--- src/rtl/fifo_param_sync_if.sv ---
`default_nettype none
// ============================================================================
// Module   : fifo_param_sync_if
// Brief    : Handshake/status bundle between a FIFO and its producer/consumer.
// Revision : 1.0
// ============================================================================
interface fifo_param_sync_if #(
    parameter int FIFO_WIDTH = 16,
    parameter int FIFO_DEPTH = 8
);
    localparam int c_cnt_w = $clog2(FIFO_DEPTH + 1);

    logic                  flush;
    logic [FIFO_WIDTH-1:0] data_in;
    logic                  wr_en;
    logic                  rd_en;
    logic [FIFO_WIDTH-1:0] data_out;
    logic                  rd_valid;
    logic                  wr_ack;
    logic                  overflow;
    logic                  underflow;
    logic                  full;
    logic                  empty;
    logic                  almostfull;
    logic                  almostempty;
    logic [c_cnt_w-1:0]    count;

    modport master (
        output flush, data_in, wr_en, rd_en,
        input  data_out, rd_valid, wr_ack, overflow, underflow,
               full, empty, almostfull, almostempty, count
    );

    modport slave (
        input  flush, data_in, wr_en, rd_en,
        output data_out, rd_valid, wr_ack, overflow, underflow,
               full, empty, almostfull, almostempty, count
    );
endinterface
`default_nettype wire

--- src/rtl/fifo_param_sync.sv ---
`default_nettype none
// ============================================================================
// Module   : fifo_param_sync
// Brief    : Parametrised single-clock FIFO, any depth, optional FWFT read.
// Revision : 1.0
// ============================================================================
module fifo_param_sync #(
    parameter int FIFO_WIDTH = 16,
    parameter int FIFO_DEPTH = 8,
    parameter int AF_THRESH  = 7,
    parameter int AE_THRESH  = 1,
    parameter int FWFT       = 0
) (
    input  wire logic          clk,
    input  wire logic          rst,
    fifo_param_sync_if.slave   bus
);
    localparam int c_ptr_w = $clog2(FIFO_DEPTH);
    localparam int c_cnt_w = $clog2(FIFO_DEPTH + 1);

    logic [FIFO_WIDTH-1:0] r_mem [FIFO_DEPTH];
    logic [c_ptr_w-1:0]    r_wr_ptr;
    logic [c_ptr_w-1:0]    r_rd_ptr;
    logic [c_cnt_w-1:0]    r_count;
    logic                  r_wr_ack;
    logic                  r_overflow;
    logic                  r_underflow;

    logic w_clear;
    logic w_full;
    logic w_empty;
    logic w_rd_accept;
    logic w_wr_accept;

    function automatic logic [c_ptr_w-1:0] f_next_ptr(input logic [c_ptr_w-1:0] p);
        return (p == c_ptr_w'(FIFO_DEPTH - 1)) ? '0 : p + c_ptr_w'(1);
    endfunction

    assign w_clear     = rst | bus.flush;
    assign w_full      = (r_count == c_cnt_w'(FIFO_DEPTH));
    assign w_empty     = (r_count == '0);
    assign w_rd_accept = bus.rd_en & ~w_empty;
    // A full FIFO still takes a write when the same cycle frees a slot.
    assign w_wr_accept = bus.wr_en & (~w_full | w_rd_accept);

    always_ff @(posedge clk) begin
        if (!w_clear && w_wr_accept) begin
            r_mem[r_wr_ptr] <= bus.data_in;
        end
    end

    always_ff @(posedge clk) begin
        if (w_clear) begin
            r_wr_ptr    <= '0;
            r_rd_ptr    <= '0;
            r_count     <= '0;
            r_wr_ack    <= 1'b0;
            r_overflow  <= 1'b0;
            r_underflow <= 1'b0;
        end else begin
            r_wr_ack    <= w_wr_accept;
            r_overflow  <= bus.wr_en & ~w_wr_accept;
            r_underflow <= bus.rd_en & w_empty;
            if (w_wr_accept) begin
                r_wr_ptr <= f_next_ptr(r_wr_ptr);
            end
            if (w_rd_accept) begin
                r_rd_ptr <= f_next_ptr(r_rd_ptr);
            end
            case ({w_wr_accept, w_rd_accept})
                2'b10:   r_count <= r_count + c_cnt_w'(1);
                2'b01:   r_count <= r_count - c_cnt_w'(1);
                default: r_count <= r_count;
            endcase
        end
    end

    generate
        if (FWFT == 0) begin : g_reg_read
            logic [FIFO_WIDTH-1:0] r_data_out;
            logic                  r_rd_valid;

            // Rejected reads leave the last word on data_out.
            always_ff @(posedge clk) begin
                if (w_clear) begin
                    r_data_out <= '0;
                    r_rd_valid <= 1'b0;
                end else begin
                    r_rd_valid <= w_rd_accept;
                    if (w_rd_accept) begin
                        r_data_out <= r_mem[r_rd_ptr];
                    end
                end
            end

            assign bus.data_out = r_data_out;
            assign bus.rd_valid = r_rd_valid;
        end else begin : g_fwft_read
            assign bus.data_out = w_empty ? '0 : r_mem[r_rd_ptr];
            assign bus.rd_valid = ~w_empty;
        end
    endgenerate

    assign bus.wr_ack      = r_wr_ack;
    assign bus.overflow    = r_overflow;
    assign bus.underflow   = r_underflow;
    assign bus.full        = w_full;
    assign bus.empty       = w_empty;
    assign bus.almostfull  = (r_count == c_cnt_w'(AF_THRESH));
    assign bus.almostempty = (r_count == c_cnt_w'(AE_THRESH));
    assign bus.count       = r_count;

endmodule
`default_nettype wire
--- src/flat_wrapper.sv ---
// flat-port wrapper written by rule: the top's interface ports become plain ports
module fifo_param_sync_flat 
#(
    parameter int FIFO_WIDTH = 16,
    parameter int FIFO_DEPTH = 8,
    parameter int AF_THRESH  = 7,
    parameter int AE_THRESH  = 1,
    parameter int FWFT       = 0
)
  (clk, rst, bus_flush, bus_data_in, bus_wr_en, bus_rd_en, bus_data_out, bus_rd_valid, bus_wr_ack, bus_overflow, bus_underflow, bus_full, bus_empty, bus_almostfull, bus_almostempty, bus_count);
  fifo_param_sync_if #(.FIFO_WIDTH(FIFO_WIDTH), .FIFO_DEPTH(FIFO_DEPTH)) bus_i ();
  input  wire logic clk;
  input  wire logic rst;
  input wire logic [$bits(bus_i.flush)-1:0] bus_flush;
  input wire logic [$bits(bus_i.data_in)-1:0] bus_data_in;
  input wire logic [$bits(bus_i.wr_en)-1:0] bus_wr_en;
  input wire logic [$bits(bus_i.rd_en)-1:0] bus_rd_en;
  output wire logic [$bits(bus_i.data_out)-1:0] bus_data_out;
  output wire logic [$bits(bus_i.rd_valid)-1:0] bus_rd_valid;
  output wire logic [$bits(bus_i.wr_ack)-1:0] bus_wr_ack;
  output wire logic [$bits(bus_i.overflow)-1:0] bus_overflow;
  output wire logic [$bits(bus_i.underflow)-1:0] bus_underflow;
  output wire logic [$bits(bus_i.full)-1:0] bus_full;
  output wire logic [$bits(bus_i.empty)-1:0] bus_empty;
  output wire logic [$bits(bus_i.almostfull)-1:0] bus_almostfull;
  output wire logic [$bits(bus_i.almostempty)-1:0] bus_almostempty;
  output wire logic [$bits(bus_i.count)-1:0] bus_count;
  assign bus_i.flush = bus_flush;
  assign bus_i.data_in = bus_data_in;
  assign bus_i.wr_en = bus_wr_en;
  assign bus_i.rd_en = bus_rd_en;
  assign bus_data_out = bus_i.data_out;
  assign bus_rd_valid = bus_i.rd_valid;
  assign bus_wr_ack = bus_i.wr_ack;
  assign bus_overflow = bus_i.overflow;
  assign bus_underflow = bus_i.underflow;
  assign bus_full = bus_i.full;
  assign bus_empty = bus_i.empty;
  assign bus_almostfull = bus_i.almostfull;
  assign bus_almostempty = bus_i.almostempty;
  assign bus_count = bus_i.count;
  fifo_param_sync #(.FIFO_WIDTH(FIFO_WIDTH), .FIFO_DEPTH(FIFO_DEPTH), .AF_THRESH(AF_THRESH), .AE_THRESH(AE_THRESH), .FWFT(FWFT)) u_core (.clk(clk), .rst(rst), .bus(bus_i));
endmodule
--- config.mk ---
export PLATFORM = sky130hd
export DESIGN_NAME = fifo_param_sync_flat
export DESIGN_NICKNAME = d
export VERILOG_FILES = /design/src/rtl/fifo_param_sync_if.sv /design/src/rtl/fifo_param_sync.sv /design/src/flat_wrapper.sv
export SDC_FILE = /design/constraint.sdc
export NUM_CORES = 1
export LEC_CHECK = 0
export ABC_AREA = 1
export CAP_MARGIN = 40
export CORE_ASPECT_RATIO = 0.7
export CORE_MARGIN = 3
export CORE_UTILIZATION = 58
export CTS_CLUSTER_SIZE = 24
export DETAILED_ROUTE_END_ITERATION = 12
export PLACE_DENSITY = 0.79
export SYNTH_ARGS = -nofsm -noshare
export SYNTH_HDL_FRONTEND = slang
export SYNTH_SLANG_ARGS = --single-unit
export TNS_END_PERCENT = 50
--- constraint.sdc ---
create_clock -name clk -period 3 [get_ports clk]
set_clock_uncertainty 0.05 [all_clocks]
set_input_delay 0.3 -clock clk [delete_from_list [all_inputs] [get_ports clk]]
set_output_delay 0.3 -clock clk [all_outputs]
set_load 0.1 [all_outputs]
# --- After elaboration in Yosys (flattened, before gate mapping) ---
# Memory sizes are Yosys's and may differ from the RTL's. A register that Yosys moved wholly into a read port is not among the register bits.
# Index checks and enable logic that the tools add are counted.
word_totals:
  inputBits: 21
  reg_bits: 14
  out_inout_bits: 28
  word_cells: 37
  ramBits: 128
  memories: 1
op_classes:
  bitwise: 9
  reduce_logical: 4
  addsub: 4
  eq_ne: 7
  n_mux: 5
memory_table:
  columns: ["name", "words", "width", "rd", "rd_ports_with_merged_regs", "write_ports", "line_no", "rtl"]
  rows:
  - ["u_core.r_mem", 8, 16, 1, 1, 1, "fifo_param_sync.sv:21", "logic [FIFO_WIDTH-1:0] r_mem [FIFO_DEPTH];"]
ops:
  columns: ["cell", "count"]
  rows:
  - ["one-hot mux 4 bit (2 select lines)", 1]
  - ["adder 3 x 1 -> 3 bit, second input constant", 2]
  - ["== test 3 bit, second input constant", 2]
  - ["two-way mux 3 bit", 2]
  - ["adder 4 x 1 -> 4 bit, second input constant", 1]
  - ["bitwise AND 1 bit", 4]
  - ["== test 4 x 1 -> 1 bit, second input constant", 1]
  - ["== test 4 x 3 -> 1 bit, second input constant", 1]
  - ["== test 4 bit, second input constant", 1]
  - ["logical NOT 4 bit", 1]
  - ["subtractor 4 x 1 -> 4 bit, second input constant", 1]
  - ["inverter 1 bit", 3]
  - ["== test 2 x 1 -> 1 bit, second input constant", 1]
  - ["== test 2 bit, second input constant", 1]
  - ["two-way mux 1 bit", 2]
  - ["bitwise OR 1 bit", 2]
  - ["nonzero test 2 bit", 1]
  - ["logical AND 1 bit", 1]
  - ["logical NOT 1 bit", 1]

# --- Depth between registers and ports, before layout ---
depth:
  ltp_word: 8
  depth_mapped: 12
  ltp_nobuf: 12

# --- Worst setup path before layout ---
# No wires, ideal clock.
synth_path:
  kind: "register to register"
  start: "reg u_core.r_count[3], in the netlist u_core.bus.count[3]"
  end: "reg u_core.r_count[3], in the netlist u_core.bus.count[3]"
  synth_period_minus_slack_ns: 3.793
  setup_ns: 0.076
  path_stages_with_launch: 11
  arrival_time_ns: 3.666
  slack_ns: -0.793
  path_buffers: 0
  required_time_ns: 2.874
  path_cell_list: "dfxtp_1 inv_2 nor3_2 nand2_1 nand2_4 ha_1 nor2_1 nand4_1 nand2_1 o21ai_0 a21oi_1"
synth_via:
  word_cells_on_any_way: 13
  cone_classes: "add/sub (2); eq/ne (3); mux (1); bitwise (5); reduce/logical (2)"
synth_lines:
  columns: ["element", "line_no", "rtl"]
  rows:
  - ["start: declaration", "fifo_param_sync.sv:24", "logic [c_cnt_w-1:0] r_count;"]
  - ["start signal: assignment", "fifo_param_sync.sv:71", "2'b10: r_count <= r_count + c_cnt_w'(1);"]
  - ["start signal: assignment", "fifo_param_sync.sv:72", "2'b01: r_count <= r_count - c_cnt_w'(1);"]
  - ["start signal: assignment", "fifo_param_sync.sv:73", "default: r_count <= r_count;"]
  - ["== test 4 bit (*)", "fifo_param_sync.sv:40", "assign w_full = (r_count == c_cnt_w'(FIFO_DEPTH));"]
  - ["via bus_full", "flat_wrapper.sv:23", "output wire logic [$bits(bus_i.full)-1:0] bus_full;"]
  - ["inverter 1 bit (*)", "fifo_param_sync.sv:44", "assign w_wr_accept = bus.wr_en & (~w_full | w_rd_accept);"]
  - ["bitwise OR 1 bit (*)", "fifo_param_sync.sv:44", null]
  - ["bitwise AND 1 bit (*)", "fifo_param_sync.sv:44", null]
  - ["== test 2 x 1 -> 1 bit / == test 2 bit (equally long branches)", "fifo_param_sync.sv:70", "case ({w_wr_accept, w_rd_accept})"]
  - ["one-hot mux 4 bit (2 select lines) / nonzero test 2 bit (equally long branches)", null, null]
# The timed path passes the listed nets; every way through them passes the cells marked *.
# A chain may end at the register's enable or synchronous reset.

# --- Worst setup path after layout ---
layout_path:
  start: "reg u_core.r_count[0], in the netlist u_core.bus.count[0]"
  end: "reg u_core.r_count[3], in the netlist u_core.bus.count[3]"
layout_via:
  elab_chain_len: 7
  word_cells_on_any_way: 13
  cone_classes: "add/sub (2); eq/ne (3); mux (1); bitwise (5); reduce/logical (2)"
layout_lines:
  columns: ["element", "line_no", "rtl"]
  rows:
  - ["logical NOT 4 bit", "fifo_param_sync.sv:41", "assign w_empty = (r_count == '0);"]
  - ["inverter 1 bit", "fifo_param_sync.sv:42", "assign w_rd_accept = bus.rd_en & ~w_empty;"]
  - ["bitwise AND 1 bit", "fifo_param_sync.sv:42", null]
  - ["bitwise OR 1 bit", "fifo_param_sync.sv:44", null]
  - ["bitwise AND 1 bit", "fifo_param_sync.sv:44", null]
  - ["== test 2 x 1 -> 1 bit / == test 2 bit (equally long branches)", "fifo_param_sync.sv:70", null]
  - ["one-hot mux 4 bit (2 select lines) / nonzero test 2 bit (equally long branches)", null, null]
# Several ways; a longest one is shown, not always the timed one.

==> impl_results.md <==
- Status: finished, final reports clean
- Crit Path Max Fanout: 24
- Yosys top cell area share: 56.63%
- Comb power frac: 7.4%
- Int Pwr: 0.003716 W
- Worst Setup End Kind: register
- Cell mode on critical path: ha_1
- Commonest cells in the netlist: nand2_1, edfxtp_1, inv_1, nand3_1, dfxtp_1
- Seq pwr share: 49.3%
- Initial Utilization: 60.55%
- CTS tree: done
- Root Driver: clkbuf_16
- Period utilization: 84.42%
- Wirelength, routed: 14,480 µm
- Final setup violation count: 0
- Net Sw Frac: 23.80%
- Clk buf depth: 2
- Post-synthesis net count: 690
- Mean Syn Cell Area: 10.27 µm²
- Hold WS: 0.4162 ns
- Worst path arrival time: 2.83 ns
- Setup crit start kind: register
- Non-Filler Instances: 882
- Die H: 96.51 µm
- Worst min path class: register to register
- Synthesized instance count: 661
- GRT Residual Overflow: 0
- First-pass detailed-route iteration total: 5
- Largest net degree at the start of global routing: 66
- Tmin final: 2.533 ns
- Die Wd: 135.3 µm
- IO Count: 49
- Initial antenna violation count: 0
- Htree depth: 4
- Post-CTS Hold Fix Bufs: 0
- Synthesis Warnings: 0
- Register area: 4451 µm²
- Multi-input gate area: 1725 µm²
- Synth top area cells: edfxtp_1, nand2_1, dfxtp_1
- Post_cts resized: 0
- Register bit total from synthesis: 158
- CP Cell Sequence: inv_1 > ha_1 > nand3_2 > nand2_4 > clkinv_4 > ha_1 > nor2_1 > nand4_1 > nand2_1 > o21ai_0 > a21oi_1
- Sequential-to-total area share from yosys stat: 65.47%
- PD cells: 613.2 nW/µm²
- Drt wl/cell: 16.41 µm
- HPWL Detailed: 8700 µm
- ANT nets after route: 0
- Worst-path clk slew: 0.06 ns
- Total GRT Usage: 23.59%
- VDD IR-drop max: 0.0004401 V
- Max incr delay on CP: 0.40 ns
- Req. time, crit path: 3.30 ns
- Max Clk Rate: 0.3949 GHz
- CTS sink cnt: 158
- Crit path kind: register to register
- Area Overhead vs Synth: 17.16%
- Worst Max-Slew Pin Slew: 0.7077 ns
- Worst path slowest cell: ha_1
- Slew headroom: 52.82%
- Die area: 13,060 µm²
- Row cnt: 32
- Max Slew Vio Count: 0
- Unrepaired setup endpoints after global routing: false
- Commonest register cell after synthesis: edfxtp_1
- N_diodes: 0
- Share of cells above drive strength 1: 15.50%
- Via count: 4,683
- Number of flops mapped to enable cells by yosys: 128
- Psw: 0.001161 W
- Detailed Route Iter0 Violations: 419
- Core area: 11,210 µm²
- Total CTS buffers: 17
- Clock power frac: 43.3%
- Fill cell count: 775
- Unique cell type count in the Yosys netlist: 30
- Post-CTS setup buffer count: 0
- Top-count cell post-synth: nand2_1
- Cell taking the most area after synthesis: edfxtp_1
- Hold Vio Cnt, Final: 0
- Vias in the first global route: 4,572
- Final GP Congestion: 0.9170
- Clock insertion delay at the later pin of the skew report: 0.43 ns
- Drt via density: 5.310
- Ys async rst share: 0%
- Leak: 3.330 nW
- Placed cells: 850
- Synthesized area: 6788 µm²
- DRC Markers: 0
- Final nets: 745
- IO Port Bufs: 48
- Max-Cap Viols: 0
- First-pass GRT wire length: 22,870 µm
## flip-flops by register name (all words and copies together) (netlist names), 3 cells and up
| register | count |
|---|---|
| u_core.r_mem | 128 |
| u_core.r_rd_ptr | 3 |
| u_core.bus.data_out | 16 |
| u_core.bus.count | 4 |
| u_core.r_wr_ptr | 3 |
## path summary, 6_finish.rpt
path	start	endpoint	slack, ns	depth (start not counted)
max	u_core.bus.count[0]	u_core.bus.count[3]	0.47	11
min	u_core.bus.data_out[12]	u_core.bus.data_out[12]	0.42	2
max reg2reg	u_core.bus.count[0]	u_core.bus.count[3]	0.47	11
min reg2reg	u_core.bus.data_out[12]	u_core.bus.data_out[12]	0.42	2
## per-layer routing
layer  GRT usage, %  routed length [µm]
met5              0                   0
met2          39.49                6969
met3          7.971                1277
met1          29.28                5941
met4          7.970                 290
## power groups by stage
stage                     Clock [W]  Combinational (W)  Sequential, W
after floorplan                   0           0.000187        0.00251
after global placement            0           0.000345        0.00245
after detailed placement          0           0.000356        0.00245
after CTS                   0.00214           0.000362        0.00240
after global routing        0.00223           0.000390        0.00240
final                       0.00211           0.000361        0.00240
## worst max-delay path: cells and delay by family, from the launching register on
kind,cells,cell delay [ns]
AND/OR/NAND/NOR,5,0.87
adder cells (fa/ha/maj),2,0.61
buffers and inverters,2,0.36
flip-flops,1,0.35
AO/OA/AOI/OAI,2,0.23
## layout make-up
class / count / share of cell area [%]
sequential: 158 / 55.96
multi-input combinational: 357 / 21.70
timing repair buffer: 65 / 6.891
clock buffer: 19 / 5.837
inverter: 117 / 5.585
tap: 153 / 2.407
clock inverter: 13 / 1.621
## stage by stage
stage	utilization [%]	setup TNS, ns	cell area, µm²	total power [W]	worst slack, ns
6_report	70.94	0	7953	0.004876	0.4674
5_1_grt	70.94	0	7953	0.005022	0.2990
4_1_cts	70.94	0	7953	0.004900	0.4885
3_5_place_dp	65.65	0	7360	0.002806	0.5622
3_3_place_gp	65.51	0	7345	0.002793	0.6889
2_1_floorplan	-	-0.02859	6804	0.002698	-0.02859
## placed cells by master, fill, tap and decap left out, types with 4 or more instances in the layout
cell type	n
nand3_2	10
edfxtp_1	128
clkbuf_16	18
ha_1	8
clkdlybuf4s50_1	21
dfxtp_1	25
inv_2	4
clkinvlp_4	4
clkinv_4	4
nor2_1	21
nand3_1	87
buf_4	43
a21oi_2	9
o21ai_0	5
nand2_1	185
dfxtp_2	5
inv_1	111
a21oi_1	14
## kinds of logic after synthesis
logic type,after synthesis,share of synthesized area (%)
compound gates,33,3.005
xor+xnor,1,0.1291
fa+ha+maj,8,1.475
buf+inv,146,9.272
flops,158,65.47
simple gates,315,20.65
Power figures use the tool's default switching activity.
